==> src/rtl/booth_pkg.sv <==
// booth_pkg: shared definitions for the radix-2 Booth multiplier controller.
//   state_e      - FSM state encoding (3-bit)
//   OP_ADD/SUB   - ALU operation select values driven on addsub
//   PAIR_SUB/ADD - {Q[0],Q[-1]} codes that call for a subtract / add
//   strobes_t    - bundle of every controller output strobe
//   decode_state - Moore decode of a state into its strobes
package booth_pkg;

    typedef enum logic [2:0] {
        ST_IDLE  = 3'd0,
        ST_LOAD  = 3'd1,
        ST_CHECK = 3'd2,
        ST_ADD   = 3'd3,
        ST_SUB   = 3'd4,
        ST_SHIFT = 3'd5,
        ST_DONE  = 3'd6
    } state_e;

    localparam logic OP_ADD = 1'b0;
    localparam logic OP_SUB = 1'b1;

    localparam logic [1:0] PAIR_SUB = 2'b10;
    localparam logic [1:0] PAIR_ADD = 2'b01;

    typedef struct packed {
        logic ld_m;
        logic ld_q;
        logic clr_a;
        logic clr_ff;
        logic ld_a;
        logic addsub;
        logic sft_a;
        logic sft_q;
        logic sft_ff;
        logic busy;
        logic done;
    } strobes_t;

    function automatic strobes_t decode_state(input state_e st);
        strobes_t s;
        s = '0;
        case (st)
            ST_LOAD: begin
                s.ld_m   = 1'b1;
                s.ld_q   = 1'b1;
                s.clr_a  = 1'b1;
                s.clr_ff = 1'b1;
                s.busy   = 1'b1;
            end
            ST_CHECK: begin
                s.busy = 1'b1;
            end
            ST_ADD: begin
                s.ld_a   = 1'b1;
                s.addsub = OP_ADD;
                s.busy   = 1'b1;
            end
            ST_SUB: begin
                s.ld_a   = 1'b1;
                s.addsub = OP_SUB;
                s.busy   = 1'b1;
            end
            ST_SHIFT: begin
                s.sft_a  = 1'b1;
                s.sft_q  = 1'b1;
                s.sft_ff = 1'b1;
                s.busy   = 1'b1;
            end
            ST_DONE: begin
                s.done = 1'b1;
            end
            default: s = '0;
        endcase
        return s;
    endfunction

endpackage

==> src/rtl/booth_counter.sv <==
// booth_counter: iteration down-counter for the Booth controller.
//   clk   - clock
//   clear - synchronous zero (dominates load/decr)
//   load  - count <= N
//   decr  - count <= count-1 (holds at 0, never wraps)
//   last  - count == 1
module booth_counter #(
    parameter int unsigned N  = 8,
    parameter int unsigned CW = $clog2(N + 1)
) (
    input  logic clk,
    input  logic clear,
    input  logic load,
    input  logic decr,
    output logic last
);

    logic [CW-1:0] count_q, count_d;

    always_comb begin
        count_d = count_q;
        if (clear) begin
            count_d = '0;
        end else if (load) begin
            count_d = CW'(N);
        end else if (decr && (count_q != '0)) begin
            count_d = count_q - CW'(1);
        end
    end

    always_ff @(posedge clk) begin
        if (clear) begin
            count_q <= '0;
        end else begin
            count_q <= count_d;
        end
    end

    assign last = (count_q == CW'(1));

endmodule

==> src/rtl/booth_controller.sv <==
// booth_controller: control FSM for a radix-2 Booth multiplier.
// Sequences LOAD, then N iterations of CHECK -> (ADD|SUB) -> SHIFT, then DONE.
//   clk, clear      - clock and synchronous active-high reset
//   start           - begin a multiply (honoured in IDLE/DONE only)
//   q0, qm1         - Q[0] and Q[-1] from the datapath, sampled in CHECK
//   abort           - present only when BOOTH_ABORT_EN is defined; returns a
//                     busy controller to IDLE without asserting done
//   ld_m..sft_ff    - datapath strobes, Moore-decoded from the state
//   busy, done      - status
// Optional feature macro: BOOTH_ABORT_EN.
module booth_controller
    import booth_pkg::*;
#(
    parameter int unsigned N = 8
) (
    input  logic clk,
    input  logic clear,
    input  logic start,
    input  logic q0,
    input  logic qm1,
`ifdef BOOTH_ABORT_EN
    input  logic abort,
`endif
    output logic ld_m,
    output logic ld_q,
    output logic clr_a,
    output logic clr_ff,
    output logic ld_a,
    output logic addsub,
    output logic sft_a,
    output logic sft_q,
    output logic sft_ff,
    output logic busy,
    output logic done
);

    localparam int unsigned CW = $clog2(N + 1);

    state_e   state_q, state_d;
    strobes_t strb_q, strb_d;
    logic     abort_hit;
    logic     cnt_clear;
    logic     cnt_last;

    always_comb begin
        abort_hit = 1'b0;
`ifdef BOOTH_ABORT_EN
        abort_hit = abort && (state_q != ST_IDLE) && (state_q != ST_DONE);
`endif
    end

    always_comb begin
        state_d = state_q;
        if (clear || abort_hit) begin
            state_d = ST_IDLE;
        end else begin
            case (state_q)
                ST_IDLE:  if (start) state_d = ST_LOAD;
                ST_LOAD:  state_d = ST_CHECK;
                ST_CHECK: begin
                    case ({q0, qm1})
                        PAIR_SUB: state_d = ST_SUB;
                        PAIR_ADD: state_d = ST_ADD;
                        default:  state_d = ST_SHIFT;
                    endcase
                end
                ST_ADD:   state_d = ST_SHIFT;
                ST_SUB:   state_d = ST_SHIFT;
                ST_SHIFT: state_d = cnt_last ? ST_DONE : ST_CHECK;
                ST_DONE:  if (start) state_d = ST_LOAD;
                default:  state_d = ST_IDLE;
            endcase
        end
        // Outputs are registered alongside the state, so decoding the next
        // state keeps them Moore outputs of the current state.
        strb_d = decode_state(state_d);
    end

    always_ff @(posedge clk) begin
        if (clear) begin
            state_q <= ST_IDLE;
            strb_q  <= '0;
        end else begin
            state_q <= state_d;
            strb_q  <= strb_d;
        end
    end

    assign cnt_clear = clear || abort_hit;

    booth_counter #(
        .N  (N),
        .CW (CW)
    ) u_counter (
        .clk   (clk),
        .clear (cnt_clear),
        .load  (state_q == ST_LOAD),
        .decr  (state_q == ST_SHIFT),
        .last  (cnt_last)
    );

    assign ld_m   = strb_q.ld_m;
    assign ld_q   = strb_q.ld_q;
    assign clr_a  = strb_q.clr_a;
    assign clr_ff = strb_q.clr_ff;
    assign ld_a   = strb_q.ld_a;
    assign addsub = strb_q.addsub;
    assign sft_a  = strb_q.sft_a;
    assign sft_q  = strb_q.sft_q;
    assign sft_ff = strb_q.sft_ff;
    assign busy   = strb_q.busy;
    assign done   = strb_q.done;

endmodule

==> config.mk <==
export PLATFORM = sky130hd
export DESIGN_NAME = booth_controller
export DESIGN_NICKNAME = d
export VERILOG_FILES = /design/src/rtl/booth_pkg.sv /design/src/rtl/booth_counter.sv /design/src/rtl/booth_controller.sv
export SDC_FILE = /design/constraint.sdc
export NUM_CORES = 1
export LEC_CHECK = 0
export ABC_CLOCK_PERIOD_IN_PS = 4100
export BUFFER_PORTS_ARGS = -buffer_cell sky130_fd_sc_hd__buf_2
export CAP_MARGIN = 20
export CORE_MARGIN = 1
export CORE_UTILIZATION = 55
export DETAILED_ROUTE_END_ITERATION = 8
export GPL_ROUTABILITY_DRIVEN = 0
export MAX_ROUTING_LAYER = met4
export PLACE_DENSITY = 0.78
export SETUP_SLACK_MARGIN = 0.5
export SYNTH_ARGS = -nofsm -noshare
export SYNTH_HDL_FRONTEND = slang
export SYNTH_SLANG_ARGS = --single-unit
==> constraint.sdc <==
create_clock -name clk -period 4.1 [get_ports clk]
set_input_delay 0.615 -clock clk [delete_from_list [all_inputs] [get_ports clk]]
set_output_delay 0.615 -clock clk [all_outputs]
set_load 0.01 [all_outputs]
==> impl_metrics.json, run 1 <==
{
  "holdPathStages": 2,
  "overflow": 0,
  "reg2regPathDepth": 5,
  "maxSlewViolCount": 0,
  "syn-num-nets": 85,
  "core_area_um2": 1156,
  "max-cap-violations": 0,
  "combPwrFrac_pct": 19.8,
  "path_class": "reg2reg",
  "synth_seq_area_share_pct": 36.17,
  "antenna_found_initial": 0,
  "io_buffers": 15,
  "htree_levels": 1,
  "cts.sink_count": 13,
  "via_per_inst": 5.320,
  "path_clk_slew_ns": 0.08,
  "cts_made_buffers": 3,
  "period_minus_slack_ns": 1.664,
  "setup-tns-final_ns": 0,
  "yosysTopAreaCellShare_pct": 36.17,
  "rsz0062_at_grt": "false",
  "synth.avg_cell_area_um2": 9.224,
  "finalClockSkew_ns": 0.003384,
  "reg2reg_setup_slack_ns": 2.44,
  "finish.utilization_pct": 67.21,
  "r2r-start": "state_q[2]",
  "firstDrtPassIters": 4,
  "synth_seq_cells": 13,
  "switchingPower_mw": 0.08123,
  "yosys-top-cells-area": "dfxtp_1 36%, buf_4 6.3%, inv_1 3.7%",
  "min_to": "u_counter.count_q[1]",
  "p_leak_nw": 0.3254,
  "start_util_pct": 62.23,
  "switching_share_pct": 29.26,
  "cts_hold_buf": 0,
  "clockBufferDepth": 2,
  "final_hold_viol_count": 0,
  "ys.warnings.count": 0,
  "routed_wl_um": 1270,
  "n_antenna_cell": 0,
  "max_freq_ghz": 0.6011,
  "cts_tree": "built",
  "die_y_um": 38.17,
  "die_area_um2": 1457,
  "fin_nets": 97,
  "clk_latency_ns": 0.27,
  "finalSetupViolations": 0,
  "ant_nets": 0,
  "ir_worst_vdd_v": 0.0002435,
  "min_path_type": "reg2reg",
  "synthDistinctLibCells": 37,
  "grt_max_degree": 15,
  "arrival_ns": 1.87,
  "p_int_mw": 0.1964,
  "synth_area_um2": 719.4,
  "cts.repair.resized": 0,
  "fin_total_pwr_mw": 0.2776,
  "yosys.area.top_type": "dfxtp_1",
  "avgRoutedWirePerCell_um": 12.33,
  "post-route-drc-count": 0,
  "postCtsSetupBuffers": 0,
  "fp.dieW_um": 38.17,
  "ctsRootBufferMaster": "clkbuf_4",
  "drive_gt1_share_pct": 34.83,
  "finalWorstSetupSlack_ns": 2.436,
  "period_share_pct": 40.58,
  "cp_max_fo": 14,
  "p_clk_share_pct": 28.1,
  "worstPathRequired_ns": 4.31,
  "p_seq_share_pct": 52.1,
  "crit_path_end_kind": "register",
  "final_common_cell": "buf_2",
  "drt_iter0_drc": 9,
  "tightest_slew_ns": 0.5055,
  "startpoint_type": "register",
  "dp_worst_setup_slack_ns": 2.309,
  "grt_pass1_wl_um": 2028,
  "relSlewSlack_pct": 66.25,
  "cellPowerDensity_nw_per_um2": 357.3,
  "grt_pass1_vias": 462,
  "grt_usage_pct": 21.69,
  "ioPinCount": 16,
  "status": "completed",
  "rows": 12,
  "layout_common_cells": "15 x buf_2, 13 x dfxtp_1, 7 x inv_1, 7 x nor2_1, 4 x a21oi_1",
  "hpwl_um": 933.5,
  "area_delta_synth_final_pct": 8.000,
  "vias": 548,
  "min_from": "u_counter.count_q[1]",
  "rr_endpoint": "ld_a",
  "netlist_instances": 78
}
## cell usage after synthesis, drive strengths merged
cell,n
nor2b,2
o21ai,5
nor2,8
o21a,1
inv,7
nand3b,1
nand2b,1
nand4,1
o21bai,2
dfxtp,13
a2111oi,1
o311a,2
and2b,1
a311oi,1
nor3,2
or2,2
a31oi,2
xor2,2
buf,8
o31ai,1
nor3b,2
xnor2,1
nand2,4
ha,2
nor4b,1
a21oi,5
## sequential cells by signal, indices dropped and copies added, names as in the netlist
| register | cells |
|---|---|
| ld_m | 1 |
| state_q | 3 |
| sft_a | 1 |
| ld_a | 1 |
| addsub | 1 |
| busy | 1 |
| u_counter.count_q | 4 |
| done | 1 |
## worst max path at each step
stage	to	cells after the start	slack [ns]	startpoint
after floorplan	done	5	2.53	q0
after global placement	busy	6	2.35	q0
after detailed placement	sft_a	6	2.31	q0
after CTS	ld_a	5	2.46	state_q[2]
after global routing	ld_a	5	2.31	state_q[2]
final	ld_a	5	2.44	state_q[2]
## cell type report
type	instances	area [µm²]
Timing Repair Buffer	15	75.07
Fill cell	82	379.1
Multi-Input combinational cell	50	371.6
Sequential cell	13	260.3
Tap cell	14	17.52
Inverter	7	26.28
Clock buffer	4	26.28
## routing by layer
metal | GRT usage, % | vias up | part of all wire [%]
met4 | 10.71 | 0 | 0.87
met2 | 31.36 | 11 | 45
met5 | - | - | 0
li1 | - | 283 | -
met1 | 28.21 | 252 | 50
met3 | 5.233 | 2 | 3.3
## power by group through the flow
stage	clock [mW]	combinational, mW	sequential, mW
3_3_place_gp	0	0.0539	0.146
6_report	0.0780	0.0550	0.145
2_1_floorplan	0	0.0480	0.145
3_5_place_dp	0	0.0545	0.147
5_1_grt	0.0863	0.0603	0.146
4_1_cts	0.0810	0.0550	0.144
## cells by family after synthesis
kind of cell | synth area share, %
compound gates | 23.13
xor+xnor | 3.653
fa+ha+maj | 3.478
buf+inv | 12.17
flops | 36.17
simple gates | 21.40
## stage by stage
| stage | instance area, µm² | std cells | hold slack (ns) |
|---|---|---|---|
| after global routing | 777.0 | 103 | 0.5813 |
| after floorplan | 719.4 | 78 | 0.4887 |
| after detailed placement | 750.7 | 99 | 0.5404 |
| after CTS | 777.0 | 103 | 0.5531 |
| final | 777.0 | 103 | 0.5472 |
| after global placement | 750.7 | 99 | 0.5289 |
## critical path, stage by stage, from the launching register on
cell,delay (ns)
dfxtp_1,0.64
nor2b_2,0.28
o21bai_1,0.17
a21oi_2,0.14
or2_0,0.23
a21oi_1,0.14
(Power assumes the default switching activity.)
==> run 2, diff against run 1 <==
ABC_CLOCK_PERIOD_IN_PS = 1430   (was 4100)
CORE_UTILIZATION = 46   (was 55)
PLACE_DENSITY = 0.69   (was 0.78)
clock period = 1.43 ns   (was 4.1 ns; I/O delays follow)
==> impl_metrics.json, run 2 (synthesis gave the netlist of run 1 again) <==
{
  "status": "completed",
  "crit_path_end_kind": "register",
  "post-route-drc-count": 0,
  "dp_worst_setup_slack_ns": -0.01723,
  "cp-endpoint": "done",
  "n_antenna_cell": 0,
  "grt_pass1_vias": 633,
  "arrival_ns": 1.62,
  "worstPathRequired_ns": 1.64,
  "cts_tree": "built",
  "r2r-start": "u_counter.count_q[1]",
  "via_per_inst": 5.667,
  "met2_length_um": 913,
  "start_util_pct": 52.04,
  "hpwl_um": 943.5,
  "finalClockSkew_ns": 0.005947,
  "max-cap-violations": 0,
  "fin_nets": 107,
  "largest_reg_flops": 4,
  "area_delta_synth_final_pct": 47.83,
  "final_common_cell": "buf_6",
  "maxSlewViolCount": 0,
  "finalWorstSetupSlack_ns": 0.01994,
  "grt_max_degree": 11,
  "htree_levels": 1,
  "cts.sink_count": 13,
  "overflow": 0,
  "cellPowerDensity_nw_per_um2": 869.1,
  "path_class": "reg2reg",
  "cts_made_buffers": 3,
  "drt_iter0_drc": 12,
  "ir_worst_vdd_v": 0.0007453,
  "antenna_found_initial": 0,
  "period_minus_slack_ns": 1.410,
  "startpoint_type": "register",
  "firstDrtPassIters": 4,
  "die_y_um": 41.55,
  "relSlewSlack_pct": 82.00,
  "drive_gt1_share_pct": 67.68,
  "min_path_type": "in2reg",
  "rsz0062_at_grt": "true",
  "rr_endpoint": "done",
  "vias": 646,
  "max_freq_ghz": 0.7092,
  "layout_common_cells": "12 x buf_6, 7 x buf_2, 6 x buf_4",
  "top_regs": "u_counter.count_q: 4 flops, state_q: 3 flops",
  "ioPinCount": 16,
  "ctsRootBufferMaster": "clkbuf_4",
  "cp_max_fo": 5,
  "min_from": "clear",
  "startpoint": "u_counter.count_q[1]",
  "largest_register": "u_counter.count_q",
  "reg2reg_setup_slack_ns": 0.02,
  "routed_wl_um": 1788,
  "highest_layer": "met4",
  "rows": 13,
  "clockBufferDepth": 2,
  "path_clk_slew_ns": 0.08,
  "holdPathStages": 2,
  "die_area_um2": 1726,
  "finalSetupViolations": 0,
  "grt_pass1_wl_um": 2704,
  "ant_nets": 0,
  "core_area_um2": 1383,
  "fp.dieW_um": 41.55,
  "drt-met1-wl_um": 794,
  "io_buffers": 15,
  "final_hold_viol_count": 0,
  "period_share_pct": 98.61,
  "p_leak_nw": 0.4154,
  "avgRoutedWirePerCell_um": 15.68,
  "tightest_slew_ns": 0.2697,
  "grt_usage_pct": 20.88,
  "dr_wl_met3_um": 73,
  "clk_latency_ns": 0.28,
  "reg2regPathDepth": 7,
  "finish.utilization_pct": 76.92,
  "whs_ns": 0.2457
}
==> run 2: cell types whose count changed in the layout (fill, tap and decap cells not counted), moves of 3 or more <==
| cell | previous run | this run |
|---|---|---|
| dfxtp_1 | 13 | 5 |
| dfxtp_4 | 0 | 5 |
| inv_2 | 0 | 3 |
| buf_6 | 0 | 12 |
| inv_1 | 7 | 1 |
| buf_2 | 15 | 7 |
| dfxtp_2 | 0 | 3 |
| buf_4 | 0 | 6 |
==> run 2: metrics by stage <==
stage	cells	area, µm²	setup TNS, ns	power, mW
detailed placement	103	794.5	-0.02910	0.5940
global placement	103	794.5	0	0.5909
CTS	112	970.9	0	0.8818
global route	114	1064	-0.07272	0.9748
finish	114	1064	0	0.9243
floorplan	78	743.2	0	0.5588
==> run 2: where the power goes <==
part           total [mW]  internal [mW]  switching, mW  leakage (nW)
Clock               0.232          0.104          0.129        0.0177
Sequential          0.418          0.385         0.0327         0.111
Combinational       0.274          0.144          0.131         0.287
Total               0.924          0.632          0.292         0.415
==> run 2: final cells by class <==
| type | count | area (µm²) |
|---|---|---|
| Multi-Input combinational cell | 50 | 484.2 |
| Clock inverter | 1 | 5.005 |
| Sequential cell | 13 | 282.8 |
| Tap cell | 15 | 18.77 |
| Inverter | 7 | 35.03 |
| Timing Repair Buffer | 25 | 215.2 |
| Fill cell | 100 | 319.1 |
| Clock buffer | 3 | 22.52 |
==> run 2: per-layer routing <==
layer,global-route usage (%),up-vias
met3,6.522,2
met5,-,-
li1,-,305
met1,25.27,318
met2,33.44,21
met4,5.806,0
==> run 2: worst min path at each step <==
stage / endpoint / slack (ns)
global route: state_q[0] / 0.24
floorplan: u_counter.count_q[3] / 0.49
global placement: u_counter.count_q[1] / 0.52
detailed placement: state_q[0] / 0.53
finish: state_q[0] / 0.25
CTS: u_counter.count_q[0] / 0.23
==> run 2: critical path, cell delays in order (launching register included) <==
cell and delay [ns]:
dfxtp_2 0.34, inv_4 0.07, ha_4 0.12, inv_2 0.04, o31ai_4 0.21, a31oi_4 0.14
or2_4 0.28, nor3b_2 0.15
==> run 2: timing repair <==
action | in CTS | in global routing
hold buffers | 0 | 0
resized for setup | 26 | 18
pin swaps | 4 | 9
buffers inserted | 5 | 2
endpoints found under the setup margin | 24 | 24
